==> config.mk <==
export PLATFORM = sky130hd
export DESIGN_NAME = fft_agu_param
export DESIGN_NICKNAME = d
export VERILOG_FILES = /design/src/rtl/fft_pkg.sv /design/src/rtl/fft_agu_addr_calc.sv /design/src/rtl/fft_agu_param.sv
export SDC_FILE = /design/constraint.sdc
export NUM_CORES = 1
export LEC_CHECK = 0
export CAP_MARGIN = 20
export CORE_AREA = 2 2 80 82
export CTS_CLUSTER_DIAMETER = 120
export CTS_CLUSTER_SIZE = 10
export DETAILED_ROUTE_END_ITERATION = 6
export DIE_AREA = 0 0 82 84
export PLACE_DENSITY = 0.82
export SKIP_CTS_REPAIR_TIMING = 1
export SLEW_MARGIN = 10
export SYNTH_ARGS = -nofsm -noshare
export SYNTH_HDL_FRONTEND = slang
export SYNTH_SLANG_ARGS = --single-unit
==> constraint.sdc <==
create_clock -name clk -period 4.75 [get_ports clk]
set_clock_uncertainty 0.2 [all_clocks]
set_input_delay 0.475 -clock clk [delete_from_list [all_inputs] [get_ports clk]]
set_output_delay 0.475 -clock clk [all_outputs]
set_load 0.005 [all_outputs]
==> src/rtl/fft_pkg.sv <==
// Shared FFT address-generation definitions: FSM state encoding, size helpers
// and the bit-reverse map used by both the AGU and the natural-order loader.
package fft_pkg;

  typedef enum logic [2:0] {
    IDLE,
    LOAD,
    RUN,
    DRAIN,
    DONE
  } agu_state_t;

  localparam int LOG2N_DEF = 10;
  localparam int DRAIN_W   = 4;

  // Butterflies per stage for an N = 2^log2n point transform.
  function automatic int fft_b(input int log2n);
    return 1 << (log2n - 1);
  endfunction

  function automatic int fft_stage_w(input int log2n);
    return (log2n > 1) ? $clog2(log2n) : 1;
  endfunction

  // Reverses the low w bits of v (w = 2..16); upper result bits are zero.
  function automatic logic [15:0] bit_rev(input logic [15:0] v, input int w);
    logic [15:0] r;
    for (int i = 0; i < 16; i++) r[i] = v[15 - i];
    return r >> (16 - w);
  endfunction

  localparam int B_DEF       = fft_b(LOG2N_DEF);
  localparam int STAGE_W_DEF = fft_stage_w(LOG2N_DEF);

endpackage

==> src/rtl/fft_agu_addr_calc.sv <==
// Combinational butterfly address map: (stage s, butterfly j) -> lower/upper
// RAM address and twiddle index for an in-place radix-2 FFT.
module fft_agu_addr_calc
  import fft_pkg::*;
#(
  parameter int LOG2N   = 10,
  parameter int STAGE_W = fft_stage_w(LOG2N)
) (
  input  logic [STAGE_W-1:0] s,
  input  logic [LOG2N-2:0]   j,
  output logic [LOG2N-1:0]   mem_addr_0,
  output logic [LOG2N-1:0]   mem_addr_1,
  output logic [LOG2N-2:0]   k
);

  logic [LOG2N-1:0] j_w;
  logic [LOG2N-1:0] span;
  logic [LOG2N-1:0] pos;
  logic [LOG2N-1:0] grp;
  int               sh;

  always_comb begin
    sh         = int'(s);
    j_w        = {1'b0, j};
    span       = (LOG2N)'(1) << sh;
    pos        = j_w & (span - (LOG2N)'(1));
    grp        = j_w >> sh;
    mem_addr_0 = (grp << (sh + 1)) | pos;
    mem_addr_1 = mem_addr_0 | span;
    // pos < 2^s, so the shifted twiddle index always fits in LOG2N-1 bits.
    k          = (LOG2N-1)'(pos << (LOG2N - 1 - sh));
  end

endmodule

==> src/rtl/fft_agu_param.sv <==
// Parametrised radix-2 FFT address generation unit with stall, inter-stage drain
// and optional natural-order bit-reverse load phase (macro AGU_BITREV_EN).
//
// state | meaning
// IDLE  | waiting for fft_start, j = s = 0
// LOAD  | bit-reversed load addresses, N cycles (AGU_BITREV_EN only)
// RUN   | one butterfly per unstalled cycle, j counts 0..B-1
// DRAIN | PIPE_DELAY idle cycles after each stage for writeback
// DONE  | single-cycle fft_done pulse
module fft_agu_param
  import fft_pkg::*;
#(
  parameter int LOG2N      = 10,
  parameter int PIPE_DELAY = 1,
  parameter int STAGE_W    = fft_stage_w(LOG2N)
) (
  input  logic               clk,
  input  logic               rst,
  input  logic               fft_start,
  input  logic               stall,
  output logic [LOG2N-1:0]   mem_addr_0,
  output logic [LOG2N-1:0]   mem_addr_1,
  output logic [LOG2N-2:0]   k,
  output logic [STAGE_W-1:0] n,
  output logic               ram_select,
  output logic               addr_valid,
  output logic               load_valid,
  output logic               stage_done,
  output logic               fft_busy,
  output logic               fft_done
);

  localparam logic [LOG2N-2:0]   J_LAST = (LOG2N-1)'(fft_b(LOG2N) - 1);
  localparam logic [STAGE_W-1:0] S_LAST = (STAGE_W)'(LOG2N - 1);
  localparam logic [DRAIN_W-1:0] D_LOAD =
    (PIPE_DELAY > 0) ? (DRAIN_W)'(PIPE_DELAY - 1) : '0;

  agu_state_t         state, state_nx;
  logic [LOG2N-2:0]   j, j_nx;
  logic [STAGE_W-1:0] s, s_nx;
  logic [DRAIN_W-1:0] dcnt, dcnt_nx;
`ifdef AGU_BITREV_EN
  localparam logic [LOG2N-1:0] LD_LAST = (LOG2N)'((1 << LOG2N) - 1);
  logic [LOG2N-1:0]   ld_cnt, ld_cnt_nx;
`endif

  logic [LOG2N-1:0] calc_a0, calc_a1;
  logic [LOG2N-2:0] calc_k;
  logic [LOG2N-1:0] addr0_c, addr1_c;
  logic [LOG2N-2:0] k_c;
  logic             rsel_c, addr_valid_c, load_valid_c, stage_done_c, done_c;

  fft_agu_addr_calc #(
    .LOG2N  (LOG2N),
    .STAGE_W(STAGE_W)
  ) u_addr_calc (
    .s         (s),
    .j         (j),
    .mem_addr_0(calc_a0),
    .mem_addr_1(calc_a1),
    .k         (calc_k)
  );

  always_ff @(posedge clk) begin
    if (!rst) begin
      state  <= IDLE;
      j      <= '0;
      s      <= '0;
      dcnt   <= '0;
`ifdef AGU_BITREV_EN
      ld_cnt <= '0;
`endif
    end else begin
      state  <= state_nx;
      j      <= j_nx;
      s      <= s_nx;
      dcnt   <= dcnt_nx;
`ifdef AGU_BITREV_EN
      ld_cnt <= ld_cnt_nx;
`endif
    end
  end

  always_comb begin
    state_nx     = state;
    j_nx         = j;
    s_nx         = s;
    dcnt_nx      = dcnt;
`ifdef AGU_BITREV_EN
    ld_cnt_nx    = ld_cnt;
`endif
    addr0_c      = '0;
    addr1_c      = '0;
    k_c          = '0;
    rsel_c       = ~s[0];
    addr_valid_c = 1'b0;
    load_valid_c = 1'b0;
    stage_done_c = 1'b0;
    done_c       = 1'b0;

    unique case (state)
      IDLE: begin
        j_nx = '0;
        s_nx = '0;
        if (fft_start) begin
`ifdef AGU_BITREV_EN
          state_nx  = LOAD;
          ld_cnt_nx = '0;
`else
          state_nx  = RUN;
`endif
        end
      end
`ifdef AGU_BITREV_EN
      LOAD: begin
        rsel_c       = 1'b0;
        addr0_c      = (LOG2N)'(bit_rev(16'(ld_cnt), LOG2N));
        load_valid_c = ~stall;
        if (!stall) begin
          ld_cnt_nx = ld_cnt + 1'b1;
          if (ld_cnt == LD_LAST) state_nx = RUN;
        end
      end
`endif
      RUN: begin
        addr0_c      = calc_a0;
        addr1_c      = calc_a1;
        k_c          = calc_k;
        addr_valid_c = ~stall;
        if (!stall) begin
          if (j == J_LAST) begin
            j_nx         = '0;
            stage_done_c = 1'b1;
            if (PIPE_DELAY > 0) begin
              state_nx = DRAIN;
              dcnt_nx  = D_LOAD;
            end else if (s == S_LAST) begin
              state_nx = DONE;
            end else begin
              s_nx = s + 1'b1;
            end
          end else begin
            j_nx = j + 1'b1;
          end
        end
      end
      DRAIN: begin
        if (!stall) begin
          if (dcnt == '0) begin
            if (s == S_LAST) begin
              state_nx = DONE;
            end else begin
              s_nx     = s + 1'b1;
              state_nx = RUN;
            end
          end else begin
            dcnt_nx = dcnt - 1'b1;
          end
        end
      end
      DONE: begin
        done_c   = 1'b1;
        state_nx = IDLE;
        j_nx     = '0;
        s_nx     = '0;
      end
      default: state_nx = IDLE;
    endcase
  end

  // Outputs are forced to their idle values while rst is asserted, not only after the edge.
  assign mem_addr_0 = rst ? addr0_c : '0;
  assign mem_addr_1 = rst ? addr1_c : '0;
  assign k          = rst ? k_c : '0;
  assign n          = rst ? s : '0;
  assign ram_select = rst ? rsel_c : 1'b1;
  assign addr_valid = rst & addr_valid_c;
  assign load_valid = rst & load_valid_c;
  assign stage_done = rst & stage_done_c;
  assign fft_busy   = rst & (state != IDLE);
  assign fft_done   = rst & done_c;

endmodule

==> results.yml <==
status:
  status: "completed"
synth:
  netlist-cell-type-count: 72
  yosys-top-cells-area: "dfxtp_1 14%, nor2_1 6.5%, ha_1 5.5%"
  synth_flop_cell: "dfxtp_1"
  synthCells: 430
  netlist_area_sq_mm: 0.00296
  syn_avg_cell_area_sq_um: 6.87
  yosysWarnings: 0
  synth-edff-count: 0
  yosysSeqAreaShare_pct: 13.5
  synth_nets: 447
  synth-seq-cells: 20
  async_reset_ff_share_pct: 0
  yosysTopAreaCell: "dfxtp_1"
  synth_top_area_share_pct: 13.5
route:
  ant_nets: 0
  drc: 0
  vias: 3454
  firstDrtPassIters: 5
  avgRoutedWirePerCell_um: 17.4
  drt-total-wl_um: 9160
  viasPerCell: 6.57
  drt_iter0_markers: 406
cts:
  clock_latency_ps: 260
  clk_pin_slew_ps: 80
  cts_buffers: 3
  cts_root_buf: "clkbuf_8"
  cts_sinks: 20
  h-tree-depth: 1
  cts_tree: "done"
  clockBufferDepth: 2
layout:
  antenna_cells: 0
  nets: 467
  layout_commonest_cell: "nor2_1"
  final_layout_size_suffix_gt1_share_pct: 10.2
  area.growth.synth_to_final_pct: 16.8
  mostFrequentLayoutCells: "50 x nor2_1, 41 x clkdlybuf4s50_1, 34 x nand2_1, 31 x a21oi_1, 27 x o21ai_0"
  utilization_pct: 56.6
  stdcell_area_sq_mm: 0.00345
placed_design:
  port_buffers: 41
  postPlaceCellArea_sq_mm: 0.00337
  place_ws_ps: 543
  gp_congestion: 0.958
  dp_hpwl_um: 6780
grt:
  antenna_found_initial: 0
  grt_first_pass_wirelength_um: 14900
  globalRouteOverflowTotal: 0
  gr-usage-all-layers_pct: 26.8
  grt_max_degree: 47
  grt_pass1_vias: 3103
worst_hold_path:
  hold_class: "reg2reg"
sta:
  finalSetupTns_ps: 0
  hold_violations: 0
  min_period_over_period_pct: 93.4
  tightest_slew_ps: 629
  min_period_ps: 4440
  rsz0062_at_grt: "no"
  worst_slack_ps: 313
  hold_ws_ps: 329
  finalSetupViolations: 0
  fmax_mhz: 225
  relSlewSlack_pct: 58.1
  timing.final.max_slew_violations: 0
pwr:
  leakagePower_nw: 1.23
  switchingPower_mw: 0.127
  seq_power_share_pct: 38.4
  power_density_mw_per_mm2: 130
  clkPwrFrac_pct: 38.7
  comb_power_share_pct: 22.9
  swShare_pct: 28.5
  vdd_drop_max_mv: 0.180
  intPower_mw: 0.320
floorplan:
  ios: 43
  dieHeight_um: 84
  start_util_pct: 48.5
  dieArea_sq_mm: 0.00689
  dieWidth_um: 82
  rows: 29
  core_sq_mm: 0.00610
critical_path:
  crit_path_max_fanout: 29
  required_ps: 4070
  end_kind: "output pin"
  worstPathArrival_ps: 3760
  critPathLaunchType: "flop"
  crit_type: "reg2out"
run:
  cap_viol_max_count: 0
==> area by class of cell <==
| cell class | count | area, sq um |
|---|---|---|
| inverter | 15 | 56.3 |
| timing repair buffer | 52 | 493 |
| sequential | 20 | 400 |
| fill | 546 | 2650 |
| clock inverter | 1 | 30.0 |
| clock buffer | 3 | 41.3 |
| multi-input combinational | 358 | 2330 |
| tap | 77 | 96.3 |
==> critical path: stages, from the launching register on <==
cell             delay (ps)
dfxtp_1                 350
buf_4                   310
ha_1                    290
ha_2                    320
nand2b_4                180
mux2i_1                 230
a31oi_1                 160
mux2_2                  320
or4_1                   410
a2111oi_2               360
clkdlybuf4s50_1         550
==> routing by layer <==
layer | GRT usage (%) | share of wire, %
met3 | 3.68 | 6.8
met4 | 10.5 | 3.1
met1 | 36.1 | 44
met5 | 0 | 0
met2 | 42.4 | 46
==> path summary, 6_finish.rpt <==
kind | startpoint | to | slack [ps] | cells past startpoint
setup / recovery | s[1]$_SDFFE_PN0P_ | k[5] | 310 | 10
setup reg to reg | j[0]$_SDFFE_PN0P_ | dcnt[3]$_SDFFE_PN0P_ | 1710 | 10
hold reg to reg | dcnt[3]$_SDFFE_PN0P_ | dcnt[3]$_SDFFE_PN0P_ | 330 | 2
hold / removal | dcnt[3]$_SDFFE_PN0P_ | dcnt[3]$_SDFFE_PN0P_ | 330 | 2
==> cells by family after synthesis <==
family / count (synthesis) / synth area share, %
adder cells (fa/ha/maj): 13 / 5.50
buffers and inverters: 52 / 7.75
flip-flops: 20 / 13.5
XOR/XNOR: 7 / 2.07
other: 1 / 0.127
multiplexers: 22 / 8.00
AND/OR/NAND/NOR: 181 / 31.6
AO/OA/AOI/OAI: 134 / 31.4
==> cell usage after synthesis (all sizes together) (3+ instances only) <==
cell type / n
nor2: 51
nand2: 34
a21oi: 31
o21ai: 27
dfxtp: 20
nor3: 20
buf: 19
clkbuf: 18
ha: 13
inv: 13
mux2: 13
and3: 12
nand3: 12
mux2i: 9
nand2b: 9
nand3b: 7
nor2b: 7
o211ai: 7
and2: 6
or3: 6
nor3b: 5
o22ai: 5
a211oi: 4
a21boi: 4
a31oi: 4
o31ai: 4
xor2: 4
a222oi: 3
a2bb2oi: 3
a32oi: 3
nor4: 3
o211a: 3
o21a: 3
o21bai: 3
or3b: 3
xnor2: 3
==> through the flow <==
stage | total power [mW] | cells
6_report | 0.448 | 526
5_1_grt | 0.464 | 526
4_1_cts | 0.447 | 526
3_5_place_dp | 0.275 | 522
3_3_place_gp | 0.273 | 522
2_1_floorplan | 0.247 | 430
==> flip-flops by register name (all words and copies together) (netlist names) <==
register  count
state         3
j             9
s             4
dcnt          4
==> power by group through the flow <==
stage	Clock, mW	Sequential (mW)	Combinational, mW
finish	0.173	0.172	0.103
floorplan	0	0.174	0.0728
global placement	0	0.176	0.0978
global route	0.181	0.172	0.111
detailed placement	0	0.176	0.0992
CTS	0.175	0.172	0.0996
No activity file was read; power rests on OpenSTA's default activity.
